File: config.mk
export PLATFORM = sky130hd
export DESIGN_NAME = thumb_fetch_sequencer_flat
export DESIGN_NICKNAME = d
export VERILOG_FILES = /design/src/rtl/cpu_pkg.sv /design/src/rtl/thumb_fetch_sequencer_if.sv /design/src/rtl/thumb_fetch_sequencer.sv /design/src/flat_wrapper.sv
export SDC_FILE = /design/constraint.sdc
export NUM_CORES = 1
export LEC_CHECK = 0
export CAP_MARGIN = 20
export CORE_MARGIN = 1.5
export CORE_UTILIZATION = 47
export CTS_CLUSTER_DIAMETER = 150
export CTS_CLUSTER_SIZE = 12
export DETAILED_ROUTE_END_ITERATION = 7
export PLACE_DENSITY = 0.9
export SETUP_SLACK_MARGIN = 0.3
export SLEW_MARGIN = 20
export SYNTH_ARGS = -nofsm -noshare
export SYNTH_HDL_FRONTEND = slang
export SYNTH_SLANG_ARGS = --single-unit
File: constraint.sdc
create_clock -name clk -period 6.4 [get_ports clk]
set_clock_uncertainty 0.15 [all_clocks]
set_input_delay 1.28 -clock clk [delete_from_list [all_inputs] [get_ports clk]]
set_output_delay 1.28 -clock clk [all_outputs]
set_load 0.005 [all_outputs]
File: src/rtl/cpu_pkg.sv
// Shared Thumb core definitions: datapath widths, sequencer state encoding and the uop format
// exchanged between decode and execute.
package cpu_pkg;

  localparam int unsigned XLEN    = 32;
  localparam int unsigned INSTR_W = 16;
  localparam logic [XLEN-1:0] PC_STEP = 32'd2;

  // Binary state encoding, kept as plain constants so older blocks can compare against them.
  typedef logic [2:0] seq_state_t;
  localparam seq_state_t FETCH  = 3'd0;
  localparam seq_state_t WAIT   = 3'd1;
  localparam seq_state_t DECODE = 3'd2;
  localparam seq_state_t CHECK  = 3'd3;
  localparam seq_state_t EXEC   = 3'd4;
  localparam seq_state_t HALT   = 3'd5;

  typedef enum logic [3:0] {
    UopNop,
    UopAlu,
    UopShift,
    UopLoad,
    UopStore,
    UopBranch,
    UopBranchCond,
    UopSys
  } uop_op_t;

  typedef struct packed {
    uop_op_t    op;
    logic [2:0] rd;
    logic [2:0] rn;
    logic [2:0] rm;
    logic [7:0] imm;
  } uop_t;

  // Redirect targets are halfword aligned; bit 0 (Thumb interworking bit) is dropped.
  function automatic logic [XLEN-1:0] align_target(input logic [XLEN-1:0] target);
    return {target[XLEN-1:1], 1'b0};
  endfunction

endpackage

File: src/rtl/thumb_fetch_sequencer_if.sv
// Bundle between the fetch sequencer, instruction memory, decoder and execute stage.
// master = sequencer side, slave = memory/decode/execute side.
interface thumb_fetch_sequencer_if;
  import cpu_pkg::*;

  logic               imem_req;
  logic [XLEN-1:0]    imem_addr;
  logic               imem_gnt;
  logic               imem_rvalid;
  logic [INSTR_W-1:0] imem_rdata;
  logic [INSTR_W-1:0] dec_instr;
  logic               dec_explose;
  logic               ex_start;
  logic               ex_done;
  logic               br_taken;
  logic [XLEN-1:0]    br_target;

  modport master (
    output imem_req, imem_addr, dec_instr, ex_start,
    input  imem_gnt, imem_rvalid, imem_rdata, dec_explose, ex_done, br_taken, br_target
  );

  modport slave (
    input  imem_req, imem_addr, dec_instr, ex_start,
    output imem_gnt, imem_rvalid, imem_rdata, dec_explose, ex_done, br_taken, br_target
  );

endinterface

File: src/rtl/thumb_fetch_sequencer.sv
// Thumb core sequencer: fetch, decode handoff, execute launch, PC update, halt on fault.
// Define SEQ_HALT_ON_ILLEGAL_EN to halt on an illegal instruction instead of skipping it.
module thumb_fetch_sequencer import cpu_pkg::*; #(
  parameter logic [XLEN-1:0] RESET_PC   = 32'h0000_0000,
  parameter int unsigned     EX_TIMEOUT = 16
) (
  input  logic                           clk,
  input  logic                           rst_n,
  thumb_fetch_sequencer_if.master        bus,
  output logic [XLEN-1:0]                pc,
  output logic                           halted
);

  localparam int unsigned CNT_W = (EX_TIMEOUT > 1) ? $clog2(EX_TIMEOUT) : 1;
  localparam logic [CNT_W-1:0] CNT_LAST = CNT_W'(EX_TIMEOUT - 1);

  seq_state_t         state_q, state_d;
  logic [XLEN-1:0]    pc_q, pc_d;
  logic [INSTR_W-1:0] instr_q, instr_d;
  logic [CNT_W-1:0]   cnt_q, cnt_d;
  // Keeps imem_req low while reset is held; fetching begins the cycle after release.
  logic               run_q;

  always_comb begin
    state_d = state_q;
    pc_d    = pc_q;
    instr_d = instr_q;
    cnt_d   = cnt_q;
    unique case (state_q)
      FETCH: begin
        if (run_q && bus.imem_gnt) begin
          if (bus.imem_rvalid) begin
            instr_d = bus.imem_rdata;
            state_d = DECODE;
          end else begin
            state_d = WAIT;
          end
        end
      end
      WAIT: begin
        if (bus.imem_rvalid) begin
          instr_d = bus.imem_rdata;
          state_d = DECODE;
        end
      end
      DECODE: state_d = CHECK;
      CHECK: begin
        cnt_d = '0;
        if (bus.dec_explose) begin
`ifdef SEQ_HALT_ON_ILLEGAL_EN
          state_d = HALT;
`else
          pc_d    = pc_q + PC_STEP;
          state_d = FETCH;
`endif
        end else begin
          state_d = EXEC;
        end
      end
      EXEC: begin
        // A completion in the expiry cycle still retires the instruction.
        if (bus.ex_done) begin
          pc_d    = bus.br_taken ? align_target(bus.br_target) : pc_q + PC_STEP;
          state_d = FETCH;
        end else if (EX_TIMEOUT != 0) begin
          if (cnt_q == CNT_LAST) begin
            state_d = HALT;
          end else begin
            cnt_d = cnt_q + CNT_W'(1);
          end
        end
      end
      HALT: state_d = HALT;
      default: state_d = HALT;
    endcase
  end

  always_ff @(posedge clk or negedge rst_n) begin
    if (!rst_n) begin
      state_q <= FETCH;
      pc_q    <= RESET_PC;
      instr_q <= '0;
      cnt_q   <= '0;
      run_q   <= 1'b0;
    end else begin
      state_q <= state_d;
      pc_q    <= pc_d;
      instr_q <= instr_d;
      cnt_q   <= cnt_d;
      run_q   <= 1'b1;
    end
  end

  assign bus.imem_req  = run_q && (state_q == FETCH);
  assign bus.imem_addr = pc_q;
  assign bus.dec_instr = instr_q;
  assign bus.ex_start  = (state_q == CHECK) && !bus.dec_explose;
  assign pc            = pc_q;
  assign halted        = (state_q == HALT);

endmodule

File: src/flat_wrapper.sv
// flat-port wrapper written by rule: the top's interface ports become plain ports
module thumb_fetch_sequencer_flat import cpu_pkg::*;
#(
  parameter logic [XLEN-1:0] RESET_PC   = 32'h0000_0000,
  parameter int unsigned     EX_TIMEOUT = 16
)
  (clk, rst_n, pc, halted, bus_imem_req, bus_imem_addr, bus_dec_instr, bus_ex_start, bus_imem_gnt, bus_imem_rvalid, bus_imem_rdata, bus_dec_explose, bus_ex_done, bus_br_taken, bus_br_target);
  thumb_fetch_sequencer_if bus_i ();
  input  logic clk;
  input  logic rst_n;
  output logic [XLEN-1:0] pc;
  output logic halted;
  output wire logic [$bits(bus_i.imem_req)-1:0] bus_imem_req;
  output wire logic [$bits(bus_i.imem_addr)-1:0] bus_imem_addr;
  output wire logic [$bits(bus_i.dec_instr)-1:0] bus_dec_instr;
  output wire logic [$bits(bus_i.ex_start)-1:0] bus_ex_start;
  input wire logic [$bits(bus_i.imem_gnt)-1:0] bus_imem_gnt;
  input wire logic [$bits(bus_i.imem_rvalid)-1:0] bus_imem_rvalid;
  input wire logic [$bits(bus_i.imem_rdata)-1:0] bus_imem_rdata;
  input wire logic [$bits(bus_i.dec_explose)-1:0] bus_dec_explose;
  input wire logic [$bits(bus_i.ex_done)-1:0] bus_ex_done;
  input wire logic [$bits(bus_i.br_taken)-1:0] bus_br_taken;
  input wire logic [$bits(bus_i.br_target)-1:0] bus_br_target;
  assign bus_imem_req = bus_i.imem_req;
  assign bus_imem_addr = bus_i.imem_addr;
  assign bus_dec_instr = bus_i.dec_instr;
  assign bus_ex_start = bus_i.ex_start;
  assign bus_i.imem_gnt = bus_imem_gnt;
  assign bus_i.imem_rvalid = bus_imem_rvalid;
  assign bus_i.imem_rdata = bus_imem_rdata;
  assign bus_i.dec_explose = bus_dec_explose;
  assign bus_i.ex_done = bus_ex_done;
  assign bus_i.br_taken = bus_br_taken;
  assign bus_i.br_target = bus_br_target;
  thumb_fetch_sequencer #(.RESET_PC(RESET_PC), .EX_TIMEOUT(EX_TIMEOUT)) u_core (.clk(clk), .rst_n(rst_n), .bus(bus_i), .pc(pc), .halted(halted));
endmodule
**After elaboration in Yosys (flattened, before gate mapping)**

Index checks and enable logic that the tools add are counted.
Widths: inputs -> output; s select.

- Multiplexer cells: 17
- Reduce and logical (&&, ||, !) cells: 11
- Equality and inequality tests: 13
- $add $sub $neg: 2

Operators by type and width:

| kind | number |
|---|---|
| $mux 32 | 3 |
| $pmux 32 s2 | 1 |
| $add 32x2->32 const B | 1 |
| $mux 16 | 2 |
| $pmux 16 s2 | 1 |
| $mux 3 | 5 |
| $pmux 3 s5 | 1 |
| $ne 2x2->1 const B | 5 |
| $reduce_and 3->1 | 3 |
| $mux 4 | 2 |
| $pmux 4 s2 | 1 |
| $eq 3x2->1 const B | 2 |
| $eq 3x3->1 const B | 2 |
| $add 4x1->4 const B | 1 |
| $eq 4x4->1 const B | 1 |
| $reduce_bool 2->1 | 2 |
| $eq 3x1->1 const B | 1 |
| $logic_and 1x1->1 | 3 |
| $logic_not 3->1 | 1 |
| $ne 3x2->1 const B | 1 |
| $mux 2 | 1 |
| $ne 2x1->1 const B | 1 |
| $reduce_and 2->1 | 1 |
| $logic_not 1->1 | 1 |

- Input bits: 55
- Output and inout port bits: 83
- Flip-flop bits (word level): 56

**Longest topological paths before layout**

Gate-level depths: netlist of run 1.

- Word-level depth: 4
- Mapped depth: 8

**Worst setup path after synthesis of run 1**

OpenSTA, ideal clock, no wires.

- Kind: input port to output port
- Start point: in bus_dec_explose
- End point: out bus_ex_start
- Buffers on the path: 0
- Slack: 3,584 ps
- Cell stages on the path: 1
- Data arrival time: 1,386 ps
- Cell sequence: nor2_1

- Cells in the longest elaborated chain, start to end: 2

RTL lines:

| element | RTL line | source |
|---|---|---|
| start, declared | flat_wrapper.sv:20 | `input wire logic [$bits(bus_i.dec_explose)-1:0] bus_dec_explose;` |
| $logic_not 1->1 | thumb_fetch_sequencer.sv:97 | `assign bus.ex_start = (state_q == CHECK) && !bus.dec_explose;` |
| $logic_and 1x1->1 | thumb_fetch_sequencer.sv:97 |  |
| end, declared | flat_wrapper.sv:16 | `output wire logic [$bits(bus_i.ex_start)-1:0] bus_ex_start;` |

No other way between the ends.

**Final worst setup path of run 1**

Same ends and word-level chain as after synthesis.

==> results.json, run 1 <==
{
  "cpMaxStageDelayCell": "clkdlybuf4s50_1",
  "cts_tree": "yes",
  "dieArea_mm2": 0.00753,
  "finalWorstSetupSlack_ns": 2.53,
  "routabilityCongestion": 0.834,
  "synth.top_cell.area_share_pct": 41.7,
  "die_w_um": 86.8,
  "grt_start_max_net_pins": 56,
  "ys_types": 53,
  "holdCritPathClass": "flop to flop",
  "worst-setup-path-type": "input pin to output pin",
  "insertion_delay_ns": 0.32,
  "cts_made_buffers": 5,
  "async_reset_ff_share_pct": 100,
  "tns_ns": 0,
  "synth_common_cells": "dfrtp_1 (55), buf_4 (33), a21oi_1 (32)",
  "rsz0062_at_grt": "no",
  "overflow": 0,
  "grt_pass1_wl_um": 14700,
  "synth_top_cell_by_area": "dfrtp_1",
  "power_switching_uw": 641,
  "p_comb_share_pct": 49.5,
  "clock-sinks": 55,
  "slew_viol_final": 0,
  "cellLeakagePower_uw": 0.00172,
  "postSynthAreaPerCell_um2": 9.19,
  "postLayoutCoreUtil_pct": 67.2,
  "synth_warnings": 0,
  "synthFlopType": "dfrtp_1",
  "start_util_pct": 48.6,
  "vdd_ir_drop_max_v": 0.000238,
  "timing_worst_slew_pin_value_ns": 0.760,
  "drcViolationCount": 0,
  "crit_top_cell": "clkdlybuf4s50_1",
  "drt-total-wl_um": 9240,
  "arrival_ns": 2.44,
  "dp_hpwl_um": 6510,
  "synth_edf_count": 0,
  "pin_count": 138,
  "drt-initial-drc-count": 299,
  "core_area_mm2": 0.00679,
  "die_height_um": 86.8,
  "via_per_inst": 5.89,
  "row_count": 30,
  "intPower_uw": 1120,
  "grt_pass1_vias": 3103,
  "placed_area_mm2": 0.00447,
  "critical_path.max_fanout": 4,
  "period_minus_slack_ns": 3.87,
  "power.density_mw_per_mm2": 386,
  "max_freq_mhz": 259,
  "cts_buffer_depth": 2,
  "ant_nets": 0,
  "wl_per_cell_um": 16.7,
  "place_ws_ns": 2.54,
  "clk_pin_slew_ns": 0.09,
  "synth_seq_cells": 55,
  "finalHoldViolCount": 0,
  "place_inst": 544,
  "p_sw_share_pct": 36.3,
  "worstSetupEndpointType": "output pin",
  "pwr-share-seq_pct": 38.4,
  "cts_root_buffer": "clkbuf_8",
  "drive_above_1_share_pct": 8.77,
  "final_cells": 552,
  "path_cells": "clkdlybuf4s50_1 > nor2_1 > clkdlybuf4s50_1",
  "cts_resized": 0,
  "max_stage_delay_ns": 0.51,
  "post-cts-setup-buffers": 0,
  "p_clk_share_pct": 12.2,
  "netlist_area_mm2": 0.00330,
  "status": "finished, final reports clean",
  "yosysSeqAreaShare_pct": 41.7,
  "critical_path_required_ns": 4.97,
  "htreeDepth": 2,
  "design_area_mm2": 0.00457,
  "antenna_cells": 0,
  "rrSetupSlack_ns": 3.84,
  "syn-instance-count": 359,
  "vias": 3254,
  "area_growth_pct": 38.4,
  "post-route-period-util_pct": 60.4,
  "fin_nets": 512,
  "crit_path_start_kind": "input pin",
  "setup-violations-final": 0,
  "synth_area_leaders": "dfrtp_1 (42%), buf_4 (7.5%), mux2_2 (5.8%)",
  "slew_headroom_pct": 48.6,
  "io_buffers": 134,
  "maxCapViolCount": 0,
  "filler_cell_count": 554,
  "antenna_found_initial": 0,
  "first_pass_iters": 6,
  "synth.most_common_cell": "dfrtp_1",
  "track_usage_pct": 24.7,
  "ctsHoldBuffers": 0
}
## metal layers
layer / vias to the layer above / track usage (%) / share of wire [%]
li1: 1489 / - / -
met1: 1564 / 30.2 / 41
met2: 185 / 41.5 / 48
met3: 16 / 7.14 / 9.1
met4: 0 / 8.65 / 1.7
met5: - / 0 / 0
## sequential cells by signal (all words and copies together), names as in the netlist
| signal | flops |
|---|---|
| u_core.state_q | 3 |
| u_core.bus.dec_instr | 16 |
| u_core.bus.imem_addr | 31 |
| u_core.run_q | 1 |
| u_core.cnt_q | 4 |
## worst paths after layout
check / from / end / depth (start not counted)
worst max register to register: u_core.bus.imem_addr[1] / u_core.bus.imem_addr[13] / 6
worst max-delay path: bus_dec_explose / bus_ex_start / 3
worst min register to register: u_core.bus.dec_instr[1] / u_core.bus.dec_instr[1] / 1
worst min-delay path: u_core.bus.dec_instr[1] / u_core.bus.dec_instr[1] / 1
min in group asynchronous: rst_n / u_core.bus.imem_addr[6] / 2
max in group asynchronous: rst_n / u_core.state_q[2] / 2
## through the flow
stage,hold slack [ns],total power [µW]
2_1_floorplan,0.342,1120
4_1_cts,0.366,1770
3_3_place_gp,0.339,1510
6_report,0.362,1760
5_1_grt,0.384,1880
3_5_place_dp,0.347,1550
## area by class of cell
type                    instances  area [µm²]  share of cell area [%]
well taps                      96         120                    2.63
repair buffers                139        1370                    30.1
multi-input cells             249        1580                    34.5
inverters                       5        18.8                   0.411
clock buffers                   8         100                    2.19
flip-flops and latches         55        1380                    30.1
## cell usage in the layout, fill, tap and decap left out, types with 2 or more instances in the layout
master           synthesis  layout
ha_1                     2       2
dfrtp_1                 55      55
conb_1                   2       3
or4_1                    3       3
a31oi_1                  5       5
a21oi_1                 32      32
inv_1                    5       5
and3_1                   5       5
o22ai_1                  9       9
and2_1                   2       2
buf_4                   33       5
o22a_1                   7       7
nor2b_1                  2       2
nand2_1                 24      24
and4_1                   4       4
a2bb2oi_1                4       4
a211oi_1                 2       2
nor2_1                  29      29
clkdlybuf4s50_1          0     133
o21a_1                   2       2
a22o_1                   2       2
o211ai_1                 3       3
clkbuf_8                 1       7
or3_1                    4       4
nand3_1                 24      24
a311oi_1                 3       3
nand4_1                  9       9
nor4b_1                  2       2
o21ai_0                 15      15
nor3_1                  12      12
a21o_1                   2       2
mux2_2                  17      17
o2bb2a_1                 2       2
## kinds of logic after synthesis
family	after synthesis	synth area share, %
multiplexers	17	5.80
AND/OR/NAND/NOR	132	22.2
AO/OA/AOI/OAI	94	18.3
other	2	0.228
adder cells (fa/ha/maj)	2	0.758
flip-flops	55	41.7
XOR/XNOR	1	0.266
buffers and inverters	56	10.8
## power groups by stage
stage,Clock (µW),Combinational (µW),Sequential [µW]
floorplan,0,477,638
global placement,0,846,663
detailed placement,0,871,679
CTS,217,878,673
global route,231,947,701
finish,214,872,677
## critical path, delay by kind of cell
family                 cells  cell delay, ns
AND/OR/NAND/NOR            1            0.14
buffers and inverters      2            1.01
(Power assumes the default switching activity.)
==> run 2: changes to the inputs <==
--- a/config.mk
+++ b/config.mk
@@ -7,11 +7,11 @@
 export LEC_CHECK = 0
 export CAP_MARGIN = 20
 export CORE_MARGIN = 1.5
-export CORE_UTILIZATION = 47
+export CORE_UTILIZATION = 43
 export CTS_CLUSTER_DIAMETER = 150
 export CTS_CLUSTER_SIZE = 12
 export DETAILED_ROUTE_END_ITERATION = 7
-export PLACE_DENSITY = 0.9
+export PLACE_DENSITY = 0.84
 export SETUP_SLACK_MARGIN = 0.3
 export SLEW_MARGIN = 20
 export SYNTH_ARGS = -nofsm -noshare
==> constraint.sdc (replaced) <==
create_clock -name clk -period 4.01 [get_ports clk]
set_clock_uncertainty 0.15 [all_clocks]
set_input_delay 0.802 -clock clk [delete_from_list [all_inputs] [get_ports clk]]
set_output_delay 0.802 -clock clk [all_outputs]
set_load 0.005 [all_outputs]
==> run 2 against run 1 <==
Sequential power increased by 58%. Non-clock buffer count up 2. Core utilization decreased by 4.6 points. Sequential cell count unchanged. Sequential share of layout area is 0.15 points lower. Wire length is essentially flat. Clock-buffer cell count fell by 1. Cell area rose by 0.49%. Worst hold slack improved by 0.0057 ns. Largest cell class unchanged. Largest power group unchanged. Highest routed layer unchanged.
==> results.json, run 2 (synthesis results as in run 1) <==
{
  "area_growth_pct": 39.1,
  "r2r_end": "u_core.bus.imem_addr[17]",
  "crit_top_cell": "clkdlybuf4s50_1",
  "largest_reg_flops": 31,
  "crit_path_start_kind": "input pin",
  "track_usage_pct": 23.1,
  "post-cts-setup-buffers": 0,
  "rsz0062_at_grt": "no",
  "max_freq_mhz": 348,
  "first_pass_iters": 5,
  "worst-setup-path-type": "input pin to output pin",
  "ant_nets": 0,
  "slew_viol_final": 0,
  "ctsHoldBuffers": 0,
  "critPathTopFamily": "buffers and inverters",
  "hold_path_depth": 1,
  "drt-total-wl_um": 9240,
  "cts_tree": "yes",
  "routabilityCongestion": 0.867,
  "dieArea_mm2": 0.00821,
  "regArea_mm2": 0.00138,
  "grt_pass1_vias": 3146,
  "post-route-period-util_pct": 71.6,
  "grt_start_max_net_pins": 36,
  "die_w_um": 90.6,
  "setup-violations-final": 0,
  "cellLeakagePower_uw": 0.00173,
  "timing_worst_slew_pin_value_ns": 0.796,
  "power.density_mw_per_mm2": 615,
  "pwr-share-seq_pct": 38.1,
  "final_cells": 557,
  "grt_pass1_wl_um": 15400,
  "path_cells": "clkdlybuf4s50_1 > nor2_1 > clkdlybuf4s50_1",
  "finalHoldViolCount": 0,
  "cts_resized": 0,
  "vdd_ir_drop_max_v": 0.000288,
  "total_power_uw": 2820,
  "die_height_um": 90.6,
  "clock-sinks": 55,
  "whs_ns": 0.368,
  "multiInputGateArea_mm2": 0.00158,
  "cts_made_buffers": 5,
  "pin_count": 138,
  "critical_path.max_fanout": 4,
  "reg2reg_from": "u_core.bus.imem_addr[1]",
  "p_comb_share_pct": 49.5,
  "layout_commonest_cell": "clkdlybuf4s50_1",
  "arrival_ns": 1.92,
  "row_count": 31,
  "hold_path_end": "u_core.bus.dec_instr[10]",
  "insertion_delay_ns": 0.32,
  "antenna_cells": 0,
  "max_stage_delay_ns": 0.52,
  "cts_root_buffer": "clkbuf_8",
  "r2r.worst_path.cells": 6,
  "htreeDepth": 2,
  "rrSetupSlack_ns": 1.55,
  "clk_pin_slew_ns": 0.09,
  "tns_ns": 0,
  "slew_headroom_pct": 46.9,
  "vias": 3250,
  "wl_per_cell_um": 16.6,
  "drcViolationCount": 0,
  "fin_nets": 514,
  "antenna_found_initial": 0,
  "worstSetupEndpointType": "output pin",
  "drive_above_1_share_pct": 9.39,
  "intPower_uw": 1800,
  "p_sw_share_pct": 36.3,
  "p_clk_share_pct": 12.4,
  "status": "finished, final reports clean",
  "place_inst": 549,
  "period_minus_slack_ns": 2.87,
  "dp_hpwl_um": 6750,
  "postLayoutCoreUtil_pct": 62.6,
  "hp-start": "u_core.bus.dec_instr[10]",
  "power_switching_uw": 1030,
  "holdCritPathClass": "flop to flop",
  "start_util_pct": 45.0,
  "core_area_mm2": 0.00733,
  "critical_path_required_ns": 3.06,
  "io_buffers": 134,
  "critical_path_buf_inv_count": 2,
  "filler_cell_count": 620,
  "via_per_inst": 5.83,
  "layout_common_cells": "clkdlybuf4s50_1 (133), dfrtp_1 (55), a21oi_1 (32)",
  "cts_buffer_depth": 2,
  "cpMaxStageDelayCell": "clkdlybuf4s50_1",
  "overflow": 0,
  "maxCapViolCount": 0,
  "drt-initial-drc-count": 262
}
## run 2: cell types whose count changed in the layout (fill, tap and decap cells not counted), sizes merged
| cell | change |
|---|---|
| buf | +2 |
| clkbuf | -1 |
| clkinvlp | +1 |
## run 2: area by class of cell
| cell class | count | area share (%) |
|---|---|---|
| Multi-Input combinational cell | 249 | 34.4 |
| Inverter | 5 | 0.409 |
| Clock inverter | 1 | 0.164 |
| Tap cell | 99 | 2.70 |
| Clock buffer | 7 | 2.10 |
| Sequential cell | 55 | 30.0 |
| Timing Repair Buffer | 141 | 30.3 |
## run 2: how the worst max path moves through the flow
stage                    start                  endpoint  slack, ns  cells after the start
2_1_floorplan  bus_imem_rvalid  u_core.bus.dec_instr[10]       1.75                      4
3_3_place_gp   bus_dec_explose              bus_ex_start       1.13                      3
3_5_place_dp   bus_dec_explose              bus_ex_start       1.15                      3
4_1_cts        bus_dec_explose              bus_ex_start       1.13                      3
5_1_grt        bus_dec_explose              bus_ex_start       1.08                      3
6_report       bus_dec_explose              bus_ex_start       1.14                      3
## run 2: power by group through the flow
stage	Combinational (µW)	Clock, µW	Sequential (µW)
3_5_place_dp	1400	0	1080
2_1_floorplan	762	0	1020
3_3_place_gp	1370	0	1060
4_1_cts	1410	359	1070
6_report	1400	350	1070
5_1_grt	1520	376	1120
## run 2: through the flow
| stage | setup slack, ns | area (µm²) |
|---|---|---|
| global placement | 1.13 | 4480 |
| global route | 1.08 | 4590 |
| detailed placement | 1.15 | 4480 |
| finish | 1.14 | 4590 |
| floorplan | 1.75 | 3300 |
| CTS | 1.13 | 4590 |
## run 2: layer usage
metal  global-route usage, %  vias to the layer above  part of all wire, %
li1                        -                     1490                    -
met1                    29.5                     1545                   41
met2                    37.8                      201                   48
met3                    6.65                       14                  9.8
met4                    6.75                        0                  1.4
met5                       0                        -                    0
